[src/rtl/combination_code_sequencer.sv]
// combination_code_sequencer
// Replays a latched 3-code combination into a 3-step combination lock as timed
// Key1/Key2 presses with Password held stable, checks the lock's thermometer
// status after each step, and retries from step 0 when the lock falls back to
// its start state.
// Optional feature: define ABORT_EN to add an Abort input that abandons a
// sequence in progress.
module combination_code_sequencer #(
   parameter int KEY_HOLD  = 4,
   parameter int KEY_GAP   = 2,
   parameter int MAX_RETRY = 3
) (
   input  logic       Clk,
   input  logic       Reset,
   input  logic       Start,
`ifdef ABORT_EN
   input  logic       Abort,
`endif
   input  logic [3:0] Code0,
   input  logic [3:0] Code1,
   input  logic [3:0] Code2,
   input  logic [3:0] LockStatus,
   output logic       Key1,
   output logic       Key2,
   output logic [3:0] Password,
   output logic       Busy,
   output logic       Done,
   output logic       Fail,
   output logic [1:0] Step,
   output logic [1:0] Retries
);

   localparam int CNT_MAX = (KEY_HOLD > KEY_GAP) ? KEY_HOLD : KEY_GAP;
   localparam int CW      = $clog2(CNT_MAX + 1);
   localparam logic [CW-1:0] HOLD_LOAD = CW'(KEY_HOLD - 1);
   localparam logic [CW-1:0] GAP_LOAD  = CW'(KEY_GAP - 1);

   typedef enum logic [2:0] {
      S_IDLE, S_SETUP, S_PRESS, S_RELEASE, S_CHECK, S_DONE, S_FAIL
   } state_t;

   state_t          state_q, state_d;
   logic [CW-1:0]   cnt_q, cnt_d;
   logic [1:0]      step_q, step_d;
   logic [1:0]      retries_q, retries_d;
   logic [3:0]      code_q [3];
   logic [3:0]      code_d [3];
   logic [3:0]      expect_status;
   logic            active;
   logic            abort_req;

`ifdef ABORT_EN
   assign abort_req = Abort;
`else
   assign abort_req = 1'b0;
`endif

   // States in which a sequence is in progress.
   assign active = (state_q == S_SETUP) || (state_q == S_PRESS) ||
                   (state_q == S_RELEASE) || (state_q == S_CHECK);

   // State register, hold/gap counter, step/retry counters and latched codes.
   // NOTE: the code store is only three nibbles, so it is cleared on reset like
   // the rest of the state; a large memory would normally be left unreset.
   always_ff @(posedge Clk or posedge Reset) begin
      if (Reset) begin
         state_q   <= S_IDLE;
         cnt_q     <= '0;
         step_q    <= '0;
         retries_q <= '0;
         for (int i = 0; i < 3; i++) code_q[i] <= '0;
      end else begin
         // NOTE: non-blocking assignments so every flop samples pre-edge values.
         state_q   <= state_d;
         cnt_q     <= cnt_d;
         step_q    <= step_d;
         retries_q <= retries_d;
         code_q    <= code_d;
      end
   end

   // Lock status that a correct press at the current step should produce.
   always_comb begin
      case (step_q)
         2'd0:    expect_status = 4'b0011;
         2'd1:    expect_status = 4'b0111;
         default: expect_status = 4'b1111;
      endcase
   end

   // Next-state logic: sequencing, retry decision, abort and counter reload.
   always_comb begin
      // NOTE: every variable gets a default first so no path infers a latch.
      state_d   = state_q;
      step_d    = step_q;
      retries_d = retries_q;
      code_d    = code_q;
      cnt_d     = cnt_q;

      case (state_q)
         S_IDLE: begin
            if (Start) begin
               if (LockStatus == 4'b1111) begin
                  state_d = S_DONE;
               end else if (LockStatus != 4'b0001) begin
                  state_d = S_FAIL;
               end else begin
                  code_d[0] = Code0;
                  code_d[1] = Code1;
                  code_d[2] = Code2;
                  retries_d = '0;
                  step_d    = '0;
                  state_d   = S_SETUP;
               end
            end
         end
         S_SETUP:   state_d = S_PRESS;
         S_PRESS:   if (cnt_q == '0) state_d = S_RELEASE;
         S_RELEASE: if (cnt_q == '0) state_d = S_CHECK;
         S_CHECK: begin
            if (LockStatus == expect_status) begin
               if (step_q < 2'd2) begin
                  step_d  = step_q + 2'd1;
                  state_d = S_SETUP;
               end else begin
                  state_d = S_DONE;
               end
            end else if ((LockStatus == 4'b0001) && (int'(retries_q) < MAX_RETRY)) begin
               retries_d = retries_q + 2'd1;
               step_d    = '0;
               state_d   = S_SETUP;
            end else begin
               state_d = S_FAIL;
            end
         end
         default: state_d = S_IDLE;  // DONE and FAIL last one cycle
      endcase

      // Abort wins over anything CHECK decided on the same edge.
      if (abort_req && active) begin
         state_d   = S_FAIL;
         step_d    = step_q;
         retries_d = retries_q;
      end

      // Counter reloads on every state entry and otherwise runs down to zero.
      if (state_d != state_q) begin
         cnt_d = (state_d == S_PRESS) ? HOLD_LOAD : GAP_LOAD;
      end else if (cnt_q != '0) begin
         cnt_d = cnt_q - 1'b1;
      end
   end

   // Moore outputs decoded from the registered state.
   always_comb begin
      Key1     = (state_q == S_PRESS) && (step_q != 2'd1);
      Key2     = (state_q == S_PRESS) && (step_q == 2'd1);
      Busy     = active;
      Done     = (state_q == S_DONE);
      Fail     = (state_q == S_FAIL);
      Step     = step_q;
      Retries  = retries_q;
      Password = '0;
      if (active) begin
         case (step_q)
            2'd0:    Password = code_q[0];
            2'd1:    Password = code_q[1];
            default: Password = code_q[2];
         endcase
      end
   end

endmodule

[config.mk]
export PLATFORM = sky130hd
export DESIGN_NAME = combination_code_sequencer
export DESIGN_NICKNAME = d
export VERILOG_FILES = /design/src/rtl/combination_code_sequencer.sv
export SDC_FILE = /design/constraint.sdc
export NUM_CORES = 1
export LEC_CHECK = 0
export ABC_AREA = 0
export CORE_ASPECT_RATIO = 0.7
export CORE_MARGIN = 1.5
export CORE_UTILIZATION = 49
export DETAILED_ROUTE_END_ITERATION = 12
export GPL_TIMING_DRIVEN = 0
export PLACE_DENSITY = 0.87
export SETUP_SLACK_MARGIN = 0.3
export SYNTH_ARGS = -nofsm -noshare
export SYNTH_HDL_FRONTEND = slang
export SYNTH_SLANG_ARGS = --single-unit
[constraint.sdc]
create_clock -name Clk -period 2.1 [get_ports Clk]
set_input_delay 0.42 -clock Clk [delete_from_list [all_inputs] [get_ports Clk]]
set_output_delay 0.42 -clock Clk [all_outputs]
set_load 0.01 [all_outputs]
; ---- After elaboration in Yosys (flattened, before gate mapping)
; Index checks and enable logic that the tools add are counted.
[classes]
add_sub_neg = 3
n_lt_le_gt_ge = 2
n_eq_ne = 21
mux = 25
bitwise_logic = 2
reduce_logical = 15
[op_table]
columns = operator, count
row1 = 3-bit two-way mux, 10
row2 = 2-bit two-way mux, 9
row3 = 4-bit one-hot mux with 2 select lines, 2
row4 = 3-bit one-hot mux with 5 select lines, 1
row5 = 6-bit AND reduction, 2
row6 = 3-bit by 2-bit == test with 1-bit output (second input constant), 3
row7 = 3-bit == test (second input constant), 3
row8 = 2-bit inequality test (second input constant), 4
row9 = 2-bit one-hot mux with 2 select lines, 2
row10 = 3-bit logical NOT, 2
row11 = 2-bit by 1-bit adder with 2-bit output (second input constant), 2
row12 = 4-bit by 1-bit == test with 1-bit output (second input constant), 1
row13 = 4-bit == test, 1
row14 = 4-bit == test (second input constant), 1
row15 = 2-bit less-than comparator (second input constant), 2
row16 = 4-bit two-way mux, 1
row17 = 2-bit by 1-bit inequality test with 1-bit output (second input constant), 2
row18 = 4-bit by 1-bit inequality test with 1-bit output (second input constant), 1
row19 = 4-bit AND reduction, 1
row20 = 2-bit nonzero test, 2
row21 = 3-bit by 1-bit == test with 1-bit output (second input constant), 1
row22 = 1-bit logical AND, 3
row23 = 1-bit logical OR, 3
row24 = 3-bit by 1-bit inequality test with 1-bit output (second input constant), 1
row25 = other kinds (7), 8
[word_totals]
register_bits = 22
in_bits = 19
out_inout_bits = 13
wordCells = 75

; ---- Longest topological paths before layout
; Gate-level depths: netlist (run 1).
[depth]
depth_word = 8
depth_mapped = 8

; ---- Least setup slack after synthesis (run 1)
; OpenSTA, ideal clock, no wires.
[synth_path]
kind = flip-flop to flip-flop
from = register step_q[1] (netlist: Step[1])
to = register cnt_q[1]
setup_time_ns = 0.137
arrival_time_ns = 1.871
t_required_ns = 1.963
setup_slack_ns = 0.092
path_stages_with_launch = 9
n_path_buf = 1
period_less_slack_ns = 2.008
cell_sequence = dfrtp_1 -> inv_1 -> ha_1 -> buf_2 -> o21ai_0 -> or4b_1 -> nor2_1 -> nand4b_1 -> o22ai_1
[synth_via]
elab_chain_cells = 8
[synth_rtl]
columns = item, line
row1 = start: declaration, 44  ; logic [1:0] step_q, step_d;
row2 = start signal: assignment, 76  ; step_q <= step_d;
row3 = 2-bit by 1-bit == test with 1-bit output or 2-bit logical NOT (tied branches), 84  ; case (step_q)
row4 = 4-bit one-hot mux with 2 select lines, 84
row5 = 4-bit == test, 121  ; if (LockStatus == expect_status) begin
row6 = 3-bit two-way mux (*), 121
row7 = 3-bit one-hot mux with 5 select lines (*), 100  ; case (state_q)
row8 = 3-bit by 2-bit == test with 1-bit output, 148  ; cnt_d = (state_d == S_PRESS) ? HOLD_LOAD : GAP_LOAD;
row9 = 2-bit two-way mux, 148
row10 = 3-bit two-way mux, 147  ; if (state_d != state_q) begin
row11 = end signal: assignment, 75  ; cnt_q <= cnt_d;
row12 = end: declaration, 43  ; logic [CW-1:0] cnt_q, cnt_d;
; Every way passes the cells marked *; elsewhere a longest branch is shown, timed or not.
; A chain may end at the register's enable or synchronous reset.

; ---- Worst setup path in the final report (run 1)
[layout_path]
from = register step_q[1] (netlist: Step[1])
to = register cnt_q[0]
[layout_via]
elab_chain_cells = 7
[layout_rtl]
columns = item, line
row1 = 2-bit by 1-bit == test with 1-bit output or 2-bit logical NOT (tied branches), 84
row2 = 4-bit one-hot mux with 2 select lines, 84
row3 = 4-bit == test, 121
row4 = 3-bit two-way mux (*), 121
row5 = 3-bit one-hot mux with 5 select lines (*), 100
row6 = 3-bit inequality test (*), 147
row7 = 3-bit two-way mux or 2-bit nonzero test (tied branches), n/a
; Marks and branches as above.

==> key figures, run 1 <==
Outcome
  • Status: finished, final reports clean

Worst setup path
  • RR Endpoint: cnt_q[0]$_DFFE_PP0P_
  • Reg2reg start: Step[1]$_DFFE_PP0P_
  • FF-to-FF setup slack: 0.07 ns
  • Worst setup SP type: flop
  • CP arrival: 2.19 ns
  • Endpoint class of the critical path: flop
  • CP Max Fanout: 4
  • CP cell instances: inv_2 -> buf_6 -> ha_4 -> xnor2_1 -> or4b_4 -> nand4b_1 -> nand4b_1 -> nand2b_1
  • CP delay by family, top: simple AND/OR/NAND/NOR gates
  • Most frequent CP cell: nand4b_1
  • Critical path's slowest cell: or4b_4
  • Worst r2r path cells: 8
  • Max incr delay on CP: 0.57 ns
  • Critical Path RT: 2.25 ns
  • CP Class: flop to flop
  • Combined buffer and inverter count along the critical path: 2

Floorplan
  • Die Span X: 64.98 um
  • Row count: 15
  • Die Ht: 46.39 um
  • I/O pin cnt: 32
  • Die ar.: 0.003014 mm2
  • Core area: 0.002496 mm2
  • Initial Util: 52.78%

CTS
  • CTS Hold Bufs: 0
  • Clock sink count: 22
  • CTS HTree Levels: 1
  • CTS max path bufs: 2
  • Root buf cell: clkbuf_8
  • TritonCTS clock tree: yes
  • Num CTS Buffers: 3
  • Clock Latency Late Sink: 0.26 ns
  • Clk pin slew, worst setup/hold paths: 0.08 ns

Placed design
  • Port-buffer cells: 31
  • Dpl hpwl: 2288 um
  • Pre-CTS setup slack: -0.2830 ns
  • GP Congestion: 0.9514

Routing
  • Vias per inst: 6.082
  • Average wire per standard cell: 21.76 um
  • Routed WL: 4788 um
  • DRT Pass-1 Iters: 5
  • Post-DRT Antenna Nets: 0
  • DRC: 0
  • Vias post-DR: 1,338
  • Drt initial violations: 176

STA
  • Slew Viols, Final: 0
  • Fmax: 491.5 MHz
  • Final setup fails: 0
  • Final Cycle Share: 96.88%
  • Worst Tran Pin Value: 0.8355 ns
  • RSZ-0062 raised after global routing: yes
  • Relative slew slack: 44.24%
  • Final critical-path required period: 2.034 ns
  • Final hold vios: 0
  • Slack of the critical path: 0.06555 ns
  • Final Skew: 0.002328 ns

Hold path
  • Hold-critical path endpoint: code_q[0]$_DFFE_PP0P_
  • Hold_sp: code_q[0]$_DFFE_PP0P_
  • Min-Delay Path Class: flop to flop
  • Hold Path Depth: 1

Synthesis
  • Number of flops mapped to enable cells by yosys: 0
  • Synth cell types: 36
  • Syn Area/Cell: 10.46 um2
  • Net Count, Synth: 151
  • YS warnings: 0
  • Sequential area share after synthesis: 41.79%
  • Syn Inst Count: 126
  • Main synth FF type: dfrtp_1
  • Mapped Area: 0.001318 mm2
  • Synth async-reset ratio: 100.0%
  • Yosys reg bits: 22

Cells and area
  • P&R area growth vs syn: 59.73%
  • Final core occ: 84.31%
  • Share of cells above drive strength 1: 48.39%
  • # diodes: 0
  • Area of the multi-input gates: 872.1 um2
  • Fillcell total: 117
  • Area occupied by registers: 551.8 um2
  • Fin nets: 212

Global routing
  • GRT Util Overall: 27.58%
  • Global-route wire length before repair: 5913 um
  • Remaining Overflow, GRT: 0
  • Vias in the first global route: 1,192
  • Largest net degree at the start of global routing: 23
  • Initial antenna violation count: 0

Power and ir drop
  • Leak: 0.9891 nW
  • Peak VDD IR: 0.0007090 V
  • Pwr per Cell Area: 1221 mW/mm2

Job
  • # Max-Cap Violations: 0
synth_stat cells, types with 3 or more instances:
cell type | instances | area share, %
inv_1 | 8 | 2.3
o21ai_0 | 4 | 1.5
nor2_1 | 12 | 3.4
dfrtp_1 | 22 | 42
nor3_1 | 3 | 1.1
clkbuf_1 | 3 | 0.85
ha_1 | 6 | 5.7
mux2_4 | 10 | 11
xnor2_1 | 4 | 2.7
mux2_2 | 3 | 2.6
a21oi_1 | 7 | 2.7
a22oi_1 | 4 | 2.3
nand2_1 | 9 | 2.6
nand2b_1 | 3 | 1.4
layer usage:
| layer | share of wire, % | GRT usage [%] | up-vias | wire [um] |
|---|---|---|---|---|
| li1 | - | - | 578 | - |
| met1 | 40 | 34.15 | 630 | 1907 |
| met4 | 5.4 | 13.19 | 0 | 259 |
| met3 | 9.2 | 6.601 | 32 | 440 |
| met2 | 46 | 46.60 | 98 | 2181 |
| met5 | 0 | 0 | - | 0 |
worst max path at each step:
stage	start	to	slack, ns	cells past startpoint
global placement	LockStatus[3]	code_q[9]$_DFFE_PP0P_	-0.25	6
global route	Step[1]$_DFFE_PP0P_	Password[3]	0.000006	8
CTS	Step[1]$_DFFE_PP0P_	Password[2]	0.1	7
finish	Step[1]$_DFFE_PP0P_	cnt_q[0]$_DFFE_PP0P_	0.07	8
floorplan	Step[1]$_DFFE_PP0P_	cnt_q[0]$_DFFE_PP0P_	0.23	8
detailed placement	LockStatus[3]	code_q[11]$_DFFE_PP0P_	-0.28	6
sequential cells by signal (all words and copies together), names as in the netlist:
| signal | count |
|---|---|
| code_q | 12 |
| cnt_q | 3 |
| state_q | 3 |
| Retries | 2 |
| Step | 2 |
report_power, final:
group | leakage, nW | switching, mW | internal, mW
sequential | 0.287 | 0.115 | 0.580
clock | 0.0228 | 0.138 | 0.136
combinational | 0.679 | 0.800 | 0.800
total | 0.989 | 1.05 | 1.52
area by class of cell:
| cell class | count | share of cell area (%) |
|---|---|---|
| multi-input cells | 90 | 41.44 |
| clock buffers | 4 | 2.140 |
| plain buffers | 6 | 3.329 |
| well taps | 34 | 2.021 |
| inverters | 8 | 1.546 |
| repair buffers | 56 | 23.31 |
| flip-flops and latches | 22 | 26.22 |
cell usage in the layout, fill, tap and decap left out, drive strengths merged, types with 4 or more instances in the layout:
master         instances
buf                   39
xnor2                  4
clkbuf                 8
ha                     6
a22oi                  4
nor3                   4
clkdlybuf4s50         18
o21ai                  4
inv                    8
nand2                 10
nor2                  12
dfrtp                 22
mux2                  13
a21oi                  7
logic make-up after synthesis:
family	Yosys count	share of synthesized area [%]
and+or+nand+nor	41	17.85
AOI/OAI and AO/OA	25	12.54
DFF	22	41.79
buffers and inverters	14	4.748
muxes	14	14.72
adders and majority gates	6	5.698
xor gates and xnor gates	4	2.659
worst reg2reg max path, delay by kind of cell (launching register included):
kind	cells	cell delay (ns)
adders and majority gates	1	0.15
DFF	1	0.38
buffers and inverters	2	0.21
xor gates and xnor gates	1	0.13
and+or+nand+nor	4	1.05
what timing repair did:
item | CTS | global route
setup buffers | 13 | 11
resized for setup | 70 | 28
gates cloned | 1 | 0
pin swaps | 16 | 18
setup endpoints to repair | 31 | 31
metrics by stage:
step	TNS [ns]	instances	total power, mW	hold slack [ns]	instance area (um2)
floorplan	0	126	1.394	0.4092	1351
global placement	-4.133	191	1.738	0.4962	1704
detailed placement	-4.952	191	1.793	0.4973	1704
CTS	0	209	2.200	0.5174	1932
global route	0	220	2.660	0.5466	2105
finish	0	220	2.569	0.5296	2105
(Power assumes the default switching activity.)
==> run 2: changes to the inputs <==
- ABC_AREA: 0 -> 1
- PLACE_DENSITY: 0.87 -> 0.86
==> run 2 against run 1 <==
  * Synthesized cell count up 51%
  * Total power down 8.0%
  * Synthesized area up 5.2%
  * Utilization down 10 points
  * Die area up 4.9%
  * Clock power up 9.5%
  * Final area down 9.2%
  * Setup slack better by 0.055 ns
  * Count of clock-buffer cells in the layout unchanged
  * Register-to-register slack better by 0.27 ns
  * First-iteration DRC count down 56%
==> key figures, run 2 <==
Outcome
  • Status: finished, final reports clean (unchanged)

Worst setup path
  • Crit path depth: 9 (was 8)
  • Worst setup path endpoint: Password[1] (was cnt_q[0]$_DFFE_PP0P_)
  • Combined buffer and inverter count along the critical path: 5 (was 2)
  • CP Class: flop to primary output (was flop to flop)
  • Max incr delay on CP: 0.46 ns (was 0.57 ns)
  • Critical Path RT: 1.68 ns (was 2.25 ns)
  • FF-to-FF setup slack: 0.34 ns (was 0.07 ns)
  • Worst r2r path cells: 11 (was 8)
  • CP cell instances: inv_4 -> nand2_4 -> nor2_4 -> inv_2 -> nand4_1 -> buf_4 -> o21ai_2 -> inv_1 -> buf_2 (was inv_2 -> buf_6 -> ha_4 -> xnor2_1 -> or4b_4 -> nand4b_1 -> nand4b_1 -> nand2b_1)
  • CP delay by family, top: buffers and inverters (was simple AND/OR/NAND/NOR gates)
  • CP Max Fanout: 4 (unchanged)
  • RR Endpoint: Step[0]$_DFFE_PP0P_ (was cnt_q[0]$_DFFE_PP0P_)
  • Worst setup SP type: flop (unchanged)
  • CP arrival: 1.56 ns (was 2.19 ns)
  • Reg2reg start: Step[1]$_DFFE_PP0P_ (unchanged)
  • Critical path's slowest cell: dfrtp_2 (was or4b_4)
  • Crit path from: state_q[0]$_DFF_PP0_ (was Step[1]$_DFFE_PP0P_)
  • Endpoint class of the critical path: primary output (was flop)

Floorplan
  • Die Span X: 66.58 um (was 64.98 um)
  • Core area: 0.002571 mm2 (was 0.002496 mm2)
  • Die Ht: 47.50 um (was 46.39 um)
  • Die ar.: 0.003162 mm2 (was 0.003014 mm2)
  • I/O pin cnt: 32 (unchanged)
  • Row count: 15 (unchanged)
  • Initial Util: 53.92% (was 52.78%)

Placed design
  • Port-buffer cells: 31 (unchanged)
  • Dpl cells: 255 (was 191)
  • Dpl hpwl: 2416 um (was 2288 um)
  • GP Congestion: 0.8962 (was 0.9514)

Routing
  • DRC: 0 (unchanged)
  • Vias per inst: 5.044 (was 6.082)
  • Vias post-DR: 1,372 (was 1,338)
  • Drt initial violations: 77 (was 176)
  • DRT Pass-1 Iters: 5 (unchanged)
  • Routed WL: 3540 um (was 4788 um)
  • Post-DRT Antenna Nets: 0 (unchanged)
  • Average wire per standard cell: 13.01 um (was 21.76 um)

CTS
  • TritonCTS clock tree: yes (unchanged)
  • Root buf cell: clkbuf_8 (unchanged)
  • Num CTS Buffers: 3 (unchanged)
  • CTS HTree Levels: 1 (unchanged)
  • CTS max path bufs: 2 (unchanged)
  • Clock Latency Late Sink: 0.26 ns (about the same)
  • Clk pin slew, worst setup/hold paths: 0.08 ns (about the same)
  • Clock sink count: 22 (unchanged)
  • CTS Hold Bufs: 0 (unchanged)

Cells and area
  • Most common cell after layout, fill and taps aside: nand2_1 (was dfrtp_1)
  • Top Registers: code_q x12, cnt_q x3, state_q x3 (unchanged)
  • Reg with most FFs: code_q (unchanged)
  • Fillcell total: 209 (was 117)
  • Fin cells: 272 (was 220)
  • Final core occ: 74.31% (was 84.31%)
  • # diodes: 0 (unchanged)
  • Most frequent cells in the layout: nand2_1 (40), inv_1 (31), clkdlybuf4s50_1 (22) (was dfrtp_1 (21), clkdlybuf4s50_1 (18), buf_4 (18))
  • P&R area growth vs syn: 37.82% (was 59.73%)
  • Fin nets: 264 (was 212)
  • Share of cells above drive strength 1: 28.57% (was 48.39%)
  • Largest register FFs: 12 (unchanged)

Power and ir drop
  • Leak: 0.9931 nW (was 0.9891 nW)
  • NetSw: 1.005 mW (was 1.053 mW)
  • Peak VDD IR: 0.0006575 V (was 0.0007090 V)
  • Combinational share of power: 58.9% (was 62.3%)
  • Sw frac: 42.52% (was 41.00%)
  • Clock share of power: 12.7% (was 10.7%)
  • Pwr per Cell Area: 1238 mW/mm2 (was 1221 mW/mm2)
  • Internal: 1.359 mW (was 1.516 mW)
  • Sequential power share: 28.4% (was 27.1%)

Synthesis
  • Xor/xnor share of the synthesized area: 0.6318% (was 2.659%)
  • Synth cell types: 26 (was 36)
  • Syn Inst Count: 190 (was 126)
  • Yosys reg bits: 22 (unchanged)
  • Mux cell area share after synthesis: 0% (was 14.72%)
  • Sequential area share after synthesis: 39.71% (was 41.79%)
  • Post-synth top area share: 39.71% (was 41.79%)
  • Syn Area/Cell: 7.296 um2 (was 10.46 um2)
  • Post-Synth Adder-Cell Area: 5.415% (was 5.698%)
  • Largest area contributor in the netlist: dfrtp_1 (unchanged)
  • Post-Synth Simple-Gate Area: 29.15% (was 17.85%)
  • Combinational family with the most area after synthesis: simple AND/OR/NAND/NOR gates (unchanged)
  • Compound-cell area share of the yosys netlist: 12.45% (was 12.54%)
  • Top cells by area, synth: dfrtp_1 (40%), nand2_1 (11%), inv_1 (10%) (was dfrtp_1 (42%), mux2_4 (11%), ha_1 (5.7%))
  • Most instantiated cells after synthesis: nand2_1 (41), inv_1 (37), dfrtp_1 (22), o21ai_0 (20), nor2_1 (18) (was dfrtp_1 (22), nor2_1 (12), mux2_4 (10), nand2_1 (9), inv_1 (8))
  • Mapped Area: 0.001386 mm2 (was 0.001318 mm2)
  • Main synth FF type: dfrtp_1 (unchanged)
  • Net Count, Synth: 215 (was 151)
  • Count leader, synth: nand2_1 (was dfrtp_1)
  • YS warnings: 0 (unchanged)
  • Number of flops mapped to enable cells by yosys: 0 (unchanged)
  • Synth async-reset ratio: 100.0% (unchanged)

STA
  • Final Cycle Share: 94.28% (was 96.88%)
  • Final critical-path required period: 1.980 ns (was 2.034 ns)
  • Slew Viols, Final: 0 (unchanged)
  • Worst Tran Pin Value: 0.8399 ns (was 0.8355 ns)
  • Final hold slack: 0.5270 ns (was 0.5296 ns)
  • Fmax: 505.1 MHz (was 491.5 MHz)
  • Final hold vios: 0 (unchanged)
  • Final Skew: 0.001627 ns (was 0.002328 ns)
  • RSZ-0062 raised after global routing: yes (unchanged)
  • Final setup fails: 0 (unchanged)
  • Relative slew slack: 43.95% (was 44.24%)

Job
  • # Max-Cap Violations: 0 (unchanged)

Global routing
  • Largest net degree at the start of global routing: 23 (unchanged)
  • GRT Util Overall: 22.69% (was 27.58%)
  • Initial antenna violation count: 0 (unchanged)
  • Global-route wire length before repair: 5202 um (was 5913 um)
  • Vias in the first global route: 1,132 (was 1,192)
  • Remaining Overflow, GRT: 0 (unchanged)

Hold path
  • Min-Delay Path Class: flop to flop (unchanged)
  • Hold_sp: Retries[0]$_DFFE_PP0P_ (was code_q[0]$_DFFE_PP0P_)
-- run 2: cell types whose count changed after synthesis, moves of 7 or more --
cell	before	now
nand2_1	9	41
a21oi_1	7	0
mux2_4	10	0
inv_1	8	37
nand2_2	1	9
o21ai_0	4	20
-- run 2: stage by stage --
step                      instance area [um2]  setup slack (ns)  total power, mW  TNS [ns]
after detailed placement                 1739           -0.1044            1.844   -0.2984
after floorplan                          1386            0.4830            1.424         0
final                                    1911            0.1201            2.365         0
after global placement                   1739          -0.05101            1.802   -0.1365
after CTS                                1839            0.1412            2.194         0
after global routing                     1911           0.02785            2.530         0
-- run 2: timing repair --
| action | CTS | global route |
|---|---|---|
| pin swaps | 2 | 3 |
| setup buffers | 9 | 4 |
| setup endpoints to repair | 9 | 20 |
| gates resized for setup | 42 | 21 |
-- run 2: power by group through the flow --
stage               Clock (mW)  Sequential [mW]  Combinational (mW)
finish                   0.300            0.671                1.39
global route             0.326            0.688                1.52
detailed placement           0            0.679                1.16
CTS                      0.305            0.667                1.22
global placement             0            0.668                1.13
floorplan                    0            0.664               0.760
-- run 2: worst register-to-register path, stage by stage (launching register included) --
cell and delay [ns]:
dfrtp_1 0.40, inv_2 0.09, ha_1 0.18, inv_2 0.09
nand2_2 0.13, nand2_1 0.07, nand2_1 0.09, nand3_2 0.13
o21a_1 0.23, nand2_2 0.11, nand2_1 0.07, o21ai_1 0.09
-- run 2: kinds of logic after synthesis --
family,after synthesis
DFF,22
and+or+nand+nor,86
buffers and inverters,44
AOI/OAI and AO/OA,31
xor gates and xnor gates,1
adders and majority gates,6
-- run 2: how the worst min path moves through the flow --
stage	slack (ns)	cells after the start	end
5_1_grt	0.56	1	Retries[0]$_DFFE_PP0P_
3_3_place_gp	0.51	1	Retries[0]$_DFFE_PP0P_
3_5_place_dp	0.52	1	Retries[0]$_DFFE_PP0P_
6_report	0.53	1	Retries[0]$_DFFE_PP0P_
4_1_cts	0.53	1	Retries[0]$_DFFE_PP0P_
2_1_floorplan	0.41	1	Retries[0]$_DFFE_PP0P_
-- run 2: area by class of cell --
cell class | instances | area [um2] | share of cell area [%]
inverters | 41 | 156.4 | 8.186
well taps | 34 | 42.54 | 2.227
flip-flops and latches | 22 | 553.0 | 28.95
repair buffers | 44 | 372.9 | 19.52
plain buffers | 3 | 23.77 | 1.244
clock buffers | 4 | 55.05 | 2.881
multi-input cells | 124 | 706.9 | 37.00
-- run 2: layer usage --
metal | up-vias | track usage (%) | share of wire (%)
li1 | 683 | - | -
met1 | 634 | 32.70 | 46
met2 | 51 | 35.40 | 47
met3 | 4 | 4.706 | 5.6
met4 | 0 | 6.122 | 0.96
met5 | - | 0 | 0
==> run 3: changes to the inputs <==
==> constraint.sdc (replaced) <==
create_clock -name Clk -period 2.1 [get_ports Clk]
set_input_delay 0.42 -clock Clk [delete_from_list [all_inputs] [get_ports Clk]]
set_output_delay 0.42 -clock Clk [all_outputs]
set_load 0.05 [all_outputs]
==> run 3 against run 2 <==
  * Sequential cell count is the same
  * Routed wire length increased by 4.0%
  * Die area did not move
  * Via count increased by 1.4%
  * Fmax down 4.0%
  * Clock power increased by 30%
  * Global-route usage increased by 2.2 points
  * Largest cell class unchanged
==> key figures, run 3 (synthesized netlist as in run 2, its figures left out) <==
STA
  • Worst Tran Pin Value: 0.8058 ns (was 0.8399 ns)
  • Final Skew: 0.005541 ns (was 0.001627 ns)
  • Final critical-path required period: 2.062 ns (was 1.980 ns)
  • Fmax: 485.0 MHz (was 505.1 MHz)
  • Setup Total Neg Slack: 0 ns (unchanged)
  • Final Cycle Share: 98.19% (was 94.28%)
  • Final hold slack: 0.5314 ns (was 0.5270 ns)
  • RSZ-0062 raised after global routing: yes (unchanged)
  • Final hold vios: 0 (unchanged)
  • Relative slew slack: 46.22% (was 43.95%)
  • Slack of the critical path: 0.03806 ns (was 0.1201 ns)
  • Final setup fails: 0 (unchanged)
  • Slew Viols, Final: 0 (unchanged)

Floorplan
  • Core area: 0.002571 mm2 (unchanged)
  • Row count: 15 (unchanged)
  • Die Span X: 66.58 um (unchanged)
  • I/O pin cnt: 32 (unchanged)
  • Die ar.: 0.003162 mm2 (unchanged)
  • Die Ht: 47.50 um (unchanged)
  • Initial Util: 53.92% (unchanged)

Placed design
  • Dpl hpwl: 2558 um (was 2416 um)
  • Post-Place Cell Area: 0.001749 mm2 (was 0.001739 mm2)
  • Pre-CTS setup slack: -0.3833 ns (was -0.1044 ns)
  • GP Congestion: 0.8866 (was 0.8962)
  • Port-buffer cells: 31 (unchanged)

Global routing
  • Remaining Overflow, GRT: 0 (unchanged)
  • GRT Util Overall: 24.88% (was 22.69%)
  • Vias in the first global route: 1,228 (was 1,132)
  • Largest net degree at the start of global routing: 23 (unchanged)
  • Initial antenna violation count: 0 (unchanged)
  • Global-route wire length before repair: 5671 um (was 5202 um)

CTS
  • TritonCTS clock tree: yes (unchanged)
  • Clk pin slew, worst setup/hold paths: 0.07 ns (was 0.08 ns)
  • CTS max path bufs: 2 (unchanged)
  • Clock Latency Late Sink: 0.26 ns (about the same)
  • Clock sink count: 22 (unchanged)
  • Num CTS Buffers: 3 (unchanged)
  • Root buf cell: clkbuf_8 (unchanged)
  • CTS HTree Levels: 1 (unchanged)

Cells and area
  • Reg with most FFs: code_q (unchanged)
  • Top Registers: code_q x12, cnt_q x3, state_q x3 (unchanged)
  • Most common cell after layout, fill and taps aside: nand2_1 (unchanged)
  • Fillcell total: 181 (was 209)
  • Area of the multi-input gates: 747.0 um2 (was 706.9 um2)
  • P&R area growth vs syn: 47.20% (was 37.82%)
  • Largest register FFs: 12 (unchanged)
  • Most frequent cells in the layout: nand2_1 (37), inv_1 (27), dfrtp_1 (18), clkdlybuf4s50_1 (18), o21ai_0 (15) (was nand2_1 (40), inv_1 (31), clkdlybuf4s50_1 (22))
  • # diodes: 0 (unchanged)
  • Finished layout cell area: 0.002041 mm2 (was 0.001911 mm2)
  • Share of cells above drive strength 1: 36.25% (was 28.57%)
  • Fin nets: 266 (was 264)
  • Area occupied by registers: 555.5 um2 (was 553.0 um2)

Worst setup path
  • CP Class: flop to primary output (unchanged)
  • CP delay by family, top: buffers and inverters (unchanged)
  • FF-to-FF setup slack: 0.35 ns (was 0.34 ns)
  • CP Max Fanout: 6 (was 4)
  • Max incr delay on CP: 0.38 ns (was 0.46 ns)
  • Combined buffer and inverter count along the critical path: 4 (was 5)
  • CP arrival: 1.64 ns (was 1.56 ns)
  • Critical Path RT: 1.68 ns (about the same)
  • CP cell instances: buf_6 -> nand2_4 -> nor2_4 -> inv_2 -> nand4_1 -> o21ai_1 -> inv_2 -> buf_8 (was inv_4 -> nand2_4 -> nor2_4 -> inv_2 -> nand4_1 -> buf_4 -> o21ai_2 -> inv_1 -> buf_2)
  • Critical path's slowest cell: dfrtp_1 (was dfrtp_2)
  • Worst setup SP type: flop (unchanged)
  • Most frequent CP cell: inv_2
  • Endpoint class of the critical path: primary output (unchanged)

Power and ir drop
  • Pwr per Cell Area: 1460 mW/mm2 (was 1238 mW/mm2)
  • Peak VDD IR: 0.0009188 V (was 0.0006575 V)
  • Leak: 1.025 nW (was 0.9931 nW)
  • Pwr Total: 2.980 mW (was 2.365 mW)

Routing
  • Post-DRT Antenna Nets: 0 (unchanged)
  • DRT Pass-1 Iters: 4 (was 5)
  • Drt initial violations: 95 (was 77)
  • Average wire per standard cell: 13.44 um (was 13.01 um)
  • Vias post-DR: 1,391 (was 1,372)
  • Routed WL: 3683 um (was 3540 um)
  • DRC: 0 (unchanged)
  • Vias per inst: 5.077 (was 5.044)

Hold path
  • Min-Delay Path Class: flop to flop (unchanged)

Job
  • # Max-Cap Violations: 0 (unchanged)

Outcome
  • Status: finished, final reports clean (unchanged)
## run 3: changes by cell type in the layout (fill, tap and decap cells not counted), sizes merged
cell	previous run	this run
buf	23	25
bufinv	0	1
clkdlybuf4s50	22	18
dlygate4sd2	1	4
## run 3: report_power, final
| part | switching [mW] | internal (mW) | total, mW |
|---|---|---|---|
| clock network | 0.136 | 0.255 | 0.390 |
| logic | 1.17 | 0.733 | 1.90 |
| registers | 0.0902 | 0.597 | 0.687 |
## run 3: area by class of cell
type | instances | share of cell area [%]
well taps | 34 | 2.085
flip-flops and latches | 22 | 27.22
plain buffers | 3 | 1.165
clock buffers | 3 | 2.023
repair buffers | 46 | 21.64
inverters | 41 | 7.787
clock inverters | 1 | 1.471
multi-input cells | 124 | 36.60
## run 3: through the flow
stage                     cells  utilization (%)
final                       274            79.37
after CTS                   269            75.33
after floorplan             190                -
after global routing        274            79.37
after detailed placement    255            68.03
after global placement      255            68.03
## run 3: metal layers
layer	track usage (%)	wire (um)	vias to the layer above
met5	0	0	-
met1	34.02	1711	652
met2	41.20	1749	43
met4	6.939	49	0
met3	5.176	172	9
li1	-	-	687
## run 3: path summary, 6_finish.rpt
check,from,endpoint,cells past startpoint
max reg2reg,Step[1]$_DFFE_PP0P_,Step[1]$_DFFE_PP0P_,12
min in group asynchronous,Reset,code_q[2]$_DFFE_PP0P_,2
max in group asynchronous,Reset,state_q[0]$_DFF_PP0_,2
min,Retries[0]$_DFFE_PP0P_,Retries[0]$_DFFE_PP0P_,1
max,state_q[1]$_DFF_PP0_,Password[0],8
min reg2reg,Retries[0]$_DFFE_PP0P_,Retries[0]$_DFFE_PP0P_,1
## run 3: repair_timing
item                                   4_1_cts  5_1_grt
hold buffers                                 0        0
setup buffers                               10        5
pin swaps                                    2        6
setup endpoints to repair                   16       27
resized for setup                           80       29
endpoints found under the hold margin        0        0
